## src/rtl/alu_if.sv

```systemverilog
// Operand, opcode and result/flag bundle for the MIPS ALU.
// The datapath side drives operands; the ALU drives results and flags.
interface alu_if;
  logic [31:0] SrcA;
  logic [31:0] SrcB;
  logic [2:0]  ALUControl;
  logic [31:0] ALUResult;
  logic        zero;
  logic        overflow;
  logic        carry;
  logic [31:0] ALUResult_q;
  logic        zero_q;
  logic        ovf_sticky;

  modport master (
    output SrcA, SrcB, ALUControl,
    input  ALUResult, zero, overflow, carry, ALUResult_q, zero_q, ovf_sticky
  );

  modport slave (
    input  SrcA, SrcB, ALUControl,
    output ALUResult, zero, overflow, carry, ALUResult_q, zero_q, ovf_sticky
  );
endinterface

```

## src/rtl/alu.sv

```systemverilog
// Combinational 32-bit MIPS ALU with a registered result/zero copy and a
// sticky signed-overflow flag for debug and exception logic.
module alu (
  input  logic  clk,
  input  logic  rst_n,
  alu_if.slave  bus
);
  typedef enum logic [2:0] {
    OP_AND  = 3'b000,
    OP_OR   = 3'b001,
    OP_ADD  = 3'b010,
    OP_XOR  = 3'b011,
    OP_SUB  = 3'b100,
    OP_NOR  = 3'b101,
    OP_SLT  = 3'b110,
    OP_SLTU = 3'b111
  } alu_op_e;

  alu_op_e     op;
  logic [31:0] a;
  logic [31:0] b;
  logic [32:0] add_full;
  logic [32:0] sub_full;
  logic        add_ovf;
  logic        sub_ovf;
  logic        slt_bit;
  logic        sltu_bit;
  logic [31:0] result;
  logic        ovf;
  logic        cout;
  logic        is_zero;

  assign op = alu_op_e'(bus.ALUControl);
  assign a  = bus.SrcA;
  assign b  = bus.SrcB;

  // SLT/SLTU reuse the subtractor: signed less-than is sign XOR overflow,
  // unsigned less-than is the absence of a carry out of A + ~B + 1.
  always_comb begin
    add_full = {1'b0, a} + {1'b0, b};
    sub_full = {1'b0, a} + {1'b0, ~b} + 33'd1;
    add_ovf  = (a[31] == b[31]) && (add_full[31] != a[31]);
    sub_ovf  = (a[31] != b[31]) && (sub_full[31] != a[31]);
    slt_bit  = sub_full[31] ^ sub_ovf;
    sltu_bit = ~sub_full[32];
  end

  always_comb begin
    result = '0;
    ovf    = 1'b0;
    cout   = 1'b0;
    case (op)
      OP_AND:  result = a & b;
      OP_OR:   result = a | b;
      OP_ADD: begin
        result = add_full[31:0];
        ovf    = add_ovf;
        cout   = add_full[32];
      end
      OP_XOR:  result = a ^ b;
      OP_SUB: begin
        result = sub_full[31:0];
        ovf    = sub_ovf;
        cout   = sub_full[32];
      end
      OP_NOR:  result = ~(a | b);
      OP_SLT:  result = {31'd0, slt_bit};
      OP_SLTU: result = {31'd0, sltu_bit};
      default: result = '0;
    endcase
    is_zero = (result == 32'd0);
  end

  assign bus.ALUResult = result;
  assign bus.zero      = is_zero;
  assign bus.overflow  = ovf;
  assign bus.carry     = cout;

  logic [31:0] result_q;
  logic        zero_q;
  logic        sticky;

  always_ff @(posedge clk or negedge rst_n) begin
    if (!rst_n) begin
      result_q <= '0;
      zero_q   <= 1'b0;
      sticky   <= 1'b0;
    end else begin
      result_q <= result;
      zero_q   <= is_zero;
      if (ovf) sticky <= 1'b1;
    end
  end

  assign bus.ALUResult_q = result_q;
  assign bus.zero_q      = zero_q;
  assign bus.ovf_sticky  = sticky;
endmodule

```

## src/flat_wrapper.sv

```systemverilog
// flat-port wrapper written by rule: the top's interface ports become plain ports
module alu_flat 
  (clk, rst_n, bus_SrcA, bus_SrcB, bus_ALUControl, bus_ALUResult, bus_zero, bus_overflow, bus_carry, bus_ALUResult_q, bus_zero_q, bus_ovf_sticky);
  alu_if bus_i ();
  input  logic clk;
  input  logic rst_n;
  input wire logic [$bits(bus_i.SrcA)-1:0] bus_SrcA;
  input wire logic [$bits(bus_i.SrcB)-1:0] bus_SrcB;
  input wire logic [$bits(bus_i.ALUControl)-1:0] bus_ALUControl;
  output wire logic [$bits(bus_i.ALUResult)-1:0] bus_ALUResult;
  output wire logic [$bits(bus_i.zero)-1:0] bus_zero;
  output wire logic [$bits(bus_i.overflow)-1:0] bus_overflow;
  output wire logic [$bits(bus_i.carry)-1:0] bus_carry;
  output wire logic [$bits(bus_i.ALUResult_q)-1:0] bus_ALUResult_q;
  output wire logic [$bits(bus_i.zero_q)-1:0] bus_zero_q;
  output wire logic [$bits(bus_i.ovf_sticky)-1:0] bus_ovf_sticky;
  assign bus_i.SrcA = bus_SrcA;
  assign bus_i.SrcB = bus_SrcB;
  assign bus_i.ALUControl = bus_ALUControl;
  assign bus_ALUResult = bus_i.ALUResult;
  assign bus_zero = bus_i.zero;
  assign bus_overflow = bus_i.overflow;
  assign bus_carry = bus_i.carry;
  assign bus_ALUResult_q = bus_i.ALUResult_q;
  assign bus_zero_q = bus_i.zero_q;
  assign bus_ovf_sticky = bus_i.ovf_sticky;
  alu u_core (.clk(clk), .rst_n(rst_n), .bus(bus_i));
endmodule
```

## config.mk

```make
export PLATFORM = sky130hd
export DESIGN_NAME = alu_flat
export DESIGN_NICKNAME = d
export VERILOG_FILES = /design/src/rtl/alu_if.sv /design/src/rtl/alu.sv /design/src/flat_wrapper.sv
export SDC_FILE = /design/constraint.sdc
export NUM_CORES = 1
export LEC_CHECK = 0
export ABC_AREA = 0
export CORE_UTILIZATION = 48
export CTS_BUF_LIST = sky130_fd_sc_hd__clkbuf_8 sky130_fd_sc_hd__clkbuf_16
export DETAILED_ROUTE_END_ITERATION = 12
export PLACE_DENSITY_LB_ADDON = 0.2
export SETUP_SLACK_MARGIN = 0.3
export SYNTH_ARGS = -nofsm -noshare
export SYNTH_HDL_FRONTEND = slang
export SYNTH_SLANG_ARGS = --single-unit
```

## constraint.sdc

```tcl
create_clock -name clk -period 18 [get_ports clk]
set_input_delay 4.5 -clock clk [delete_from_list [all_inputs] [get_ports clk]]
set_output_delay 4.5 -clock clk [all_outputs]
set_load 0.01 [all_outputs]
```

==> results.py <==
metrics = {
    "power": {
        "ir_drop_mv": 0.0399,
        "power.density_mw_per_mm2": 56.6,
        "total_leakage_power_nw": 3.77,
    },
    "synthesis": {
        "synth_most_common_cell": "ha_1",
        "synth_nets": 1146,
        "synth_common_cells": "ha_1 (104), a21oi_1 (100), inv_1 (92), nor2_1 (85), nand2_1 (70)",
        "synth_area_sq_mm": 0.00698,
        "ys_warn_count": 0,
        "synth_cells": 970,
        "synth_seq_area_share": 0.122,
        "synthTopCellsByArea": "ha_1 (19%), dfrtp_1 (12%), a21oi_1 (7.2%)",
        "synth_top_area_frac": 0.186,
        "synth-seq-cells": 34,
        "synth_cell_types": 92,
        "synth_area_per_cell_sq_um": 7.20,
        "synth_ff_type": "dfrtp_1",
        "yosysTopAreaCell": "ha_1",
        "synth_edf_count": 0,
        "async_flop_share": 1.00,
    },
    "cts": {
        "cts_resized": 0,
        "numClockSinks": 34,
        "clkSlewWorstSetupHoldPaths_ns": 0.05,
        "root_buffer": "clkbuf_16",
        "numCtsBuffers": 5,
        "cts_tree": "built",
        "postCtsSetupRepairBufs": 0,
        "cts.htree.levels": 2,
        "cts.path.max_buffers": 2,
        "clk_latency_ns": 0.28,
        "hold_buffers": 0,
    },
    "setup_path": {
        "rrSetupSlack_ns": 17.22,
        "cp.required_ns": 13.50,
        "criticalPathCategory": "in -> out",
        "reg2reg_from": "u_core.bus.ovf_sticky",
        "reg2reg_depth": 1,
        "crit_arrival_ns": 9.77,
        "critPathLaunchType": "input pin",
        "cp-end-kind": "output port",
        "reg2reg_to": "u_core.bus.ovf_sticky",
        "crit_fanout": 10,
    },
    "timing": {
        "max_freq_mhz": 70.1,
        "rsz0062_at_grt": "no",
        "tns_ns": 0,
        "fin_crit_sh": 0.793,
        "maxSlewHeadroom": 0.421,
        "setup_viol": 0,
        "hold_violations": 0,
        "slew_violations": 0,
        "worst_pin_slew_ns": 0.869,
        "period_needed_ns": 14.27,
        "clock_skew_ns": 0,
    },
    "cells_and_area": {
        "fillers": 1322,
        "final_area_sq_mm": 0.00856,
        "syn2layout_area_growth_pct": 22.5,
        "drive_gt1_frac": 0.0555,
        "diodes": 0,
        "seqCellArea_sq_um": 851,
        "layout.nets": 1238,
        "multi_input_area_sq_mm": 0.00548,
    },
    "global_routing": {
        "antenna_found_initial": 1,
        "grt_max_degree": 84,
        "groute.usage.overall": 0.329,
        "grt_overflow": 0,
        "first_global_vias": 6955,
        "grt_pass1_wl_mm": 38.1,
    },
    "die": {
        "initial_core_util": 0.497,
        "core-area_sq_mm": 0.0140,
        "fp-row-count": 43,
        "die_w_um": 123,
        "die-area_sq_mm": 0.0150,
        "num_io_pins": 138,
        "fp.dieH_um": 123,
    },
    "routing": {
        "drtIter0Drc": 968,
        "drc_errors": 0,
        "postRouteAntennaNets": 0,
        "vias": 7907,
        "dr.pass1.iters": 6,
        "viasPerCell": 6.36,
        "post_drt_wl_per_cell_um": 20.0,
        "wirelength_mm": 24.8,
    },
    "min_path": {
        "holdPathEnd": "u_core.bus.ovf_sticky",
        "hold_class": "reg -> reg",
        "hold_start": "u_core.bus.ovf_sticky",
        "hold_path_depth": 1,
    },
    "placement": {
        "gp_congestion": 0.985,
        "port-buffer-count": 137,
        "dpl.hpwl_mm": 18.9,
        "placed_area_sq_mm": 0.00836,
    },
    "outcome": {
        "status": "finished clean",
    },
    "job": {
        "drv_cap": 0,
    },
}
-- where the power goes --
part	switching (mW)	internal (mW)
combinational	0.162	0.119
clock	0.0310	0.0830
sequential	0.00275	0.0872
total	0.195	0.289
-- placed cells by master, fill, tap and decap left out, types with 6 or more instances in the layout --
master	n
o22a_1	6
nor2_1	84
o31ai_1	9
nand2_1	70
a211oi_1	8
nand3_1	20
o22ai_1	7
xor2_1	6
o21ai_1	7
ha_1	104
inv_2	8
inv_1	92
o221ai_1	7
nor4_1	14
o211ai_1	11
xnor2_1	19
or3_1	8
o21ai_0	62
buf_4	8
a221oi_1	7
clkdlybuf4s50_1	136
mux2i_1	6
a22oi_1	6
a211o_1	8
a31oi_1	20
a21o_1	20
or4_1	8
o21bai_1	14
nor2b_1	9
a21oi_1	100
nand2b_1	7
nor3_1	23
dfrtp_1	34
-- cell type report --
class,count,share of cell area
timing repair buffer,145,0.167
inverter,100,0.0439
clock inverter,2,0.00702
multi-input combinational,776,0.640
clock buffer,6,0.0162
sequential,34,0.0994
tap,180,0.0263
-- routing by layer --
layer  share of wire  GRT usage  vias to the layer above
li1                -          -                     3709
met1            0.43      0.478                     3619
met2            0.42      0.492                      514
met3            0.12     0.0465                       65
met4           0.031      0.114                        0
met5               0          0                        -
-- worst max-delay path: stages --
cell             delay, ns
clkdlybuf4s50_1       0.50
inv_1                 0.08
ha_1                  0.44
nor2_1                0.23
o21ai_1               0.15
a311oi_1              0.38
o21ai_0               0.18
o221ai_1              0.31
a31oi_1               0.18
nor2b_1               0.17
o21bai_1              0.12
a21oi_1               0.10
fa_1                  0.37
a21oi_1               0.13
o221ai_1              0.12
and2_1                0.22
or4_1                 0.53
nor4_1                0.24
nor3b_2               0.26
clkdlybuf4s50_1       0.57
-- kinds of logic after synthesis --
kind of cell / share of synthesized area
flops: 0.122
compound gates: 0.352
simple gates: 0.194
xor+xnor: 0.0314
mux: 0.0118
fa+ha+maj: 0.195
buf+inv: 0.0937
-- state kept, by name, summed over array words and instances (netlist names) --
register	flops
u_core.bus.ALUResult_q	32
u_core.bus.ovf_sticky	1
u_core.bus.zero_q	1
-- through the flow --
step	hold slack, ns	utilization	total power, mW	cells	setup WS [ns]
finish	0.478	0.609	0.484	1243	3.73
global route	0.503	0.609	0.512	1243	3.35
CTS	0.484	0.609	0.481	1243	3.77
detailed placement	0.471	0.595	0.364	1235	3.83
global placement	0.451	0.595	0.363	1235	3.92
floorplan	0.512	-	0.253	970	5.33
-- how the worst max path moves through the flow --
| stage | startpoint | to | slack (ns) |
|---|---|---|---|
| finish | bus_SrcB[7] | bus_zero | 3.73 |
| global route | bus_SrcB[7] | bus_zero | 3.35 |
| CTS | bus_SrcB[7] | bus_zero | 3.77 |
| detailed placement | bus_SrcB[7] | bus_zero | 3.83 |
| global placement | bus_SrcB[16] | bus_zero | 3.92 |
| floorplan | bus_SrcB[9] | bus_zero | 5.33 |
Power figures use the tool's default switching activity.
==> RTL change: new RTL, config.mk and constraints unchanged <==
Reset style: synchronous (`rst_n`), changed in one clocked block.
--- a/src/rtl/alu.sv
+++ b/src/rtl/alu.sv
@@ -81,5 +81,5 @@
   logic        sticky;
 
-  always_ff @(posedge clk or negedge rst_n) begin
+  always_ff @(posedge clk) begin
     if (!rst_n) begin
       result_q <= '0;
Check against the original RTL: differs if rst_n is asserted again (counterexample within 4 cycles, from zero or initial values and one cycle with rst_n low); with rst_n held inactive, the same outputs for 10 cycles.
==> RTL change against the unedited design <==
Synthesized area is 5.3% higher; sequential share of layout area decreased by 2.3 points; power increased by 1.2%; critical path depth rose by 2; largest cell class unchanged; setup slack better by 0.097 ns; wire length grew 16%; cell area up 4.7%; utilization down 0.20 points; maximum frequency rose by 0.69%; sequential power decreased by 6.0%; critical endpoint unchanged; cell count rose by 10%; sequential cell count did not move.
==> RTL change: results (changes against the unedited design) <==
STA
The post-route minimum period is 14.18 ns (-0.09733 ns). The post-route worst hold slack came to 0.4870 ns (+0.009028 ns). The worst max-slew margin expressed relative to the limit came to 0.2928 (-0.1277).

Min path
The sink of the worst hold path is u_core.bus.ovf_sticky.

Synthesis
The XOR/XNOR share of the synthesized area is 0.02503 (-0.006336). The number of nets in the synthesized netlist was 1264 (+10%). The fraction of synthesis flops using an asynchronous set or reset pin is 0 (-1.000). The distinct cell type count after synthesis was 83 (-9.8%).

Critical path
On the critical path, the stage with the largest delay is an instance of sky130_fd_sc_hd__or4_1. The critical path starts at bus_SrcB[21].

Routing
The length of the first detailed-routing pass in iterations is 5 (-1). The met2 wire length came to 13.49 mm (+30%). The number of design-rule violations left by the first detailed-router iteration is 861 (-11%).

The detailed-routing wirelength on met1 is 11.83 mm (+11%).

Final layout
The layout buffering overhead excluding clock cells was 0.1653 (-0.001376). The storage element area is 680.7 µm² (-20%). The final cell utilization of the core is 0.6073 (-0.002009).

The count of filler cells inserted in the layout was 1457 (+10%). The count of plain and timing-repair buffers came to 153 (+5.5%).

Pwr
The maximum ir drop on the vdd rail is 55.54 µV (+39%). The leakage power summed over all cells is 0.003896 µW (+3.4%).

Status
The run finished with clean final reports.

Die
The core region area is 14750 µm² (+5.1%).

Place
The worst setup slack after placement came to 3.879 ns (+0.04751 ns).

Global route
The first-pass GRT wire length is 44.35 mm (+17%).
RTL change: cell types whose count changed after synthesis, moves of 6 or more:
cell | before | now
sky130_fd_sc_hd__dfrtp_1 | 34 | 0
sky130_fd_sc_hd__dfxtp_1 | 0 | 34
sky130_fd_sc_hd__nor2_1 | 85 | 115
sky130_fd_sc_hd__nand2_1 | 70 | 96
sky130_fd_sc_hd__and2_1 | 3 | 24
sky130_fd_sc_hd__o21a_1 | 5 | 17
sky130_fd_sc_hd__a21oi_1 | 100 | 111
sky130_fd_sc_hd__nand2b_1 | 7 | 18
sky130_fd_sc_hd__clkbuf_1 | 28 | 36
sky130_fd_sc_hd__nor2b_1 | 9 | 17
sky130_fd_sc_hd__inv_1 | 92 | 99
sky130_fd_sc_hd__mux2i_1 | 6 | 13
sky130_fd_sc_hd__o31ai_1 | 9 | 16
sky130_fd_sc_hd__o21ai_1 | 7 | 1
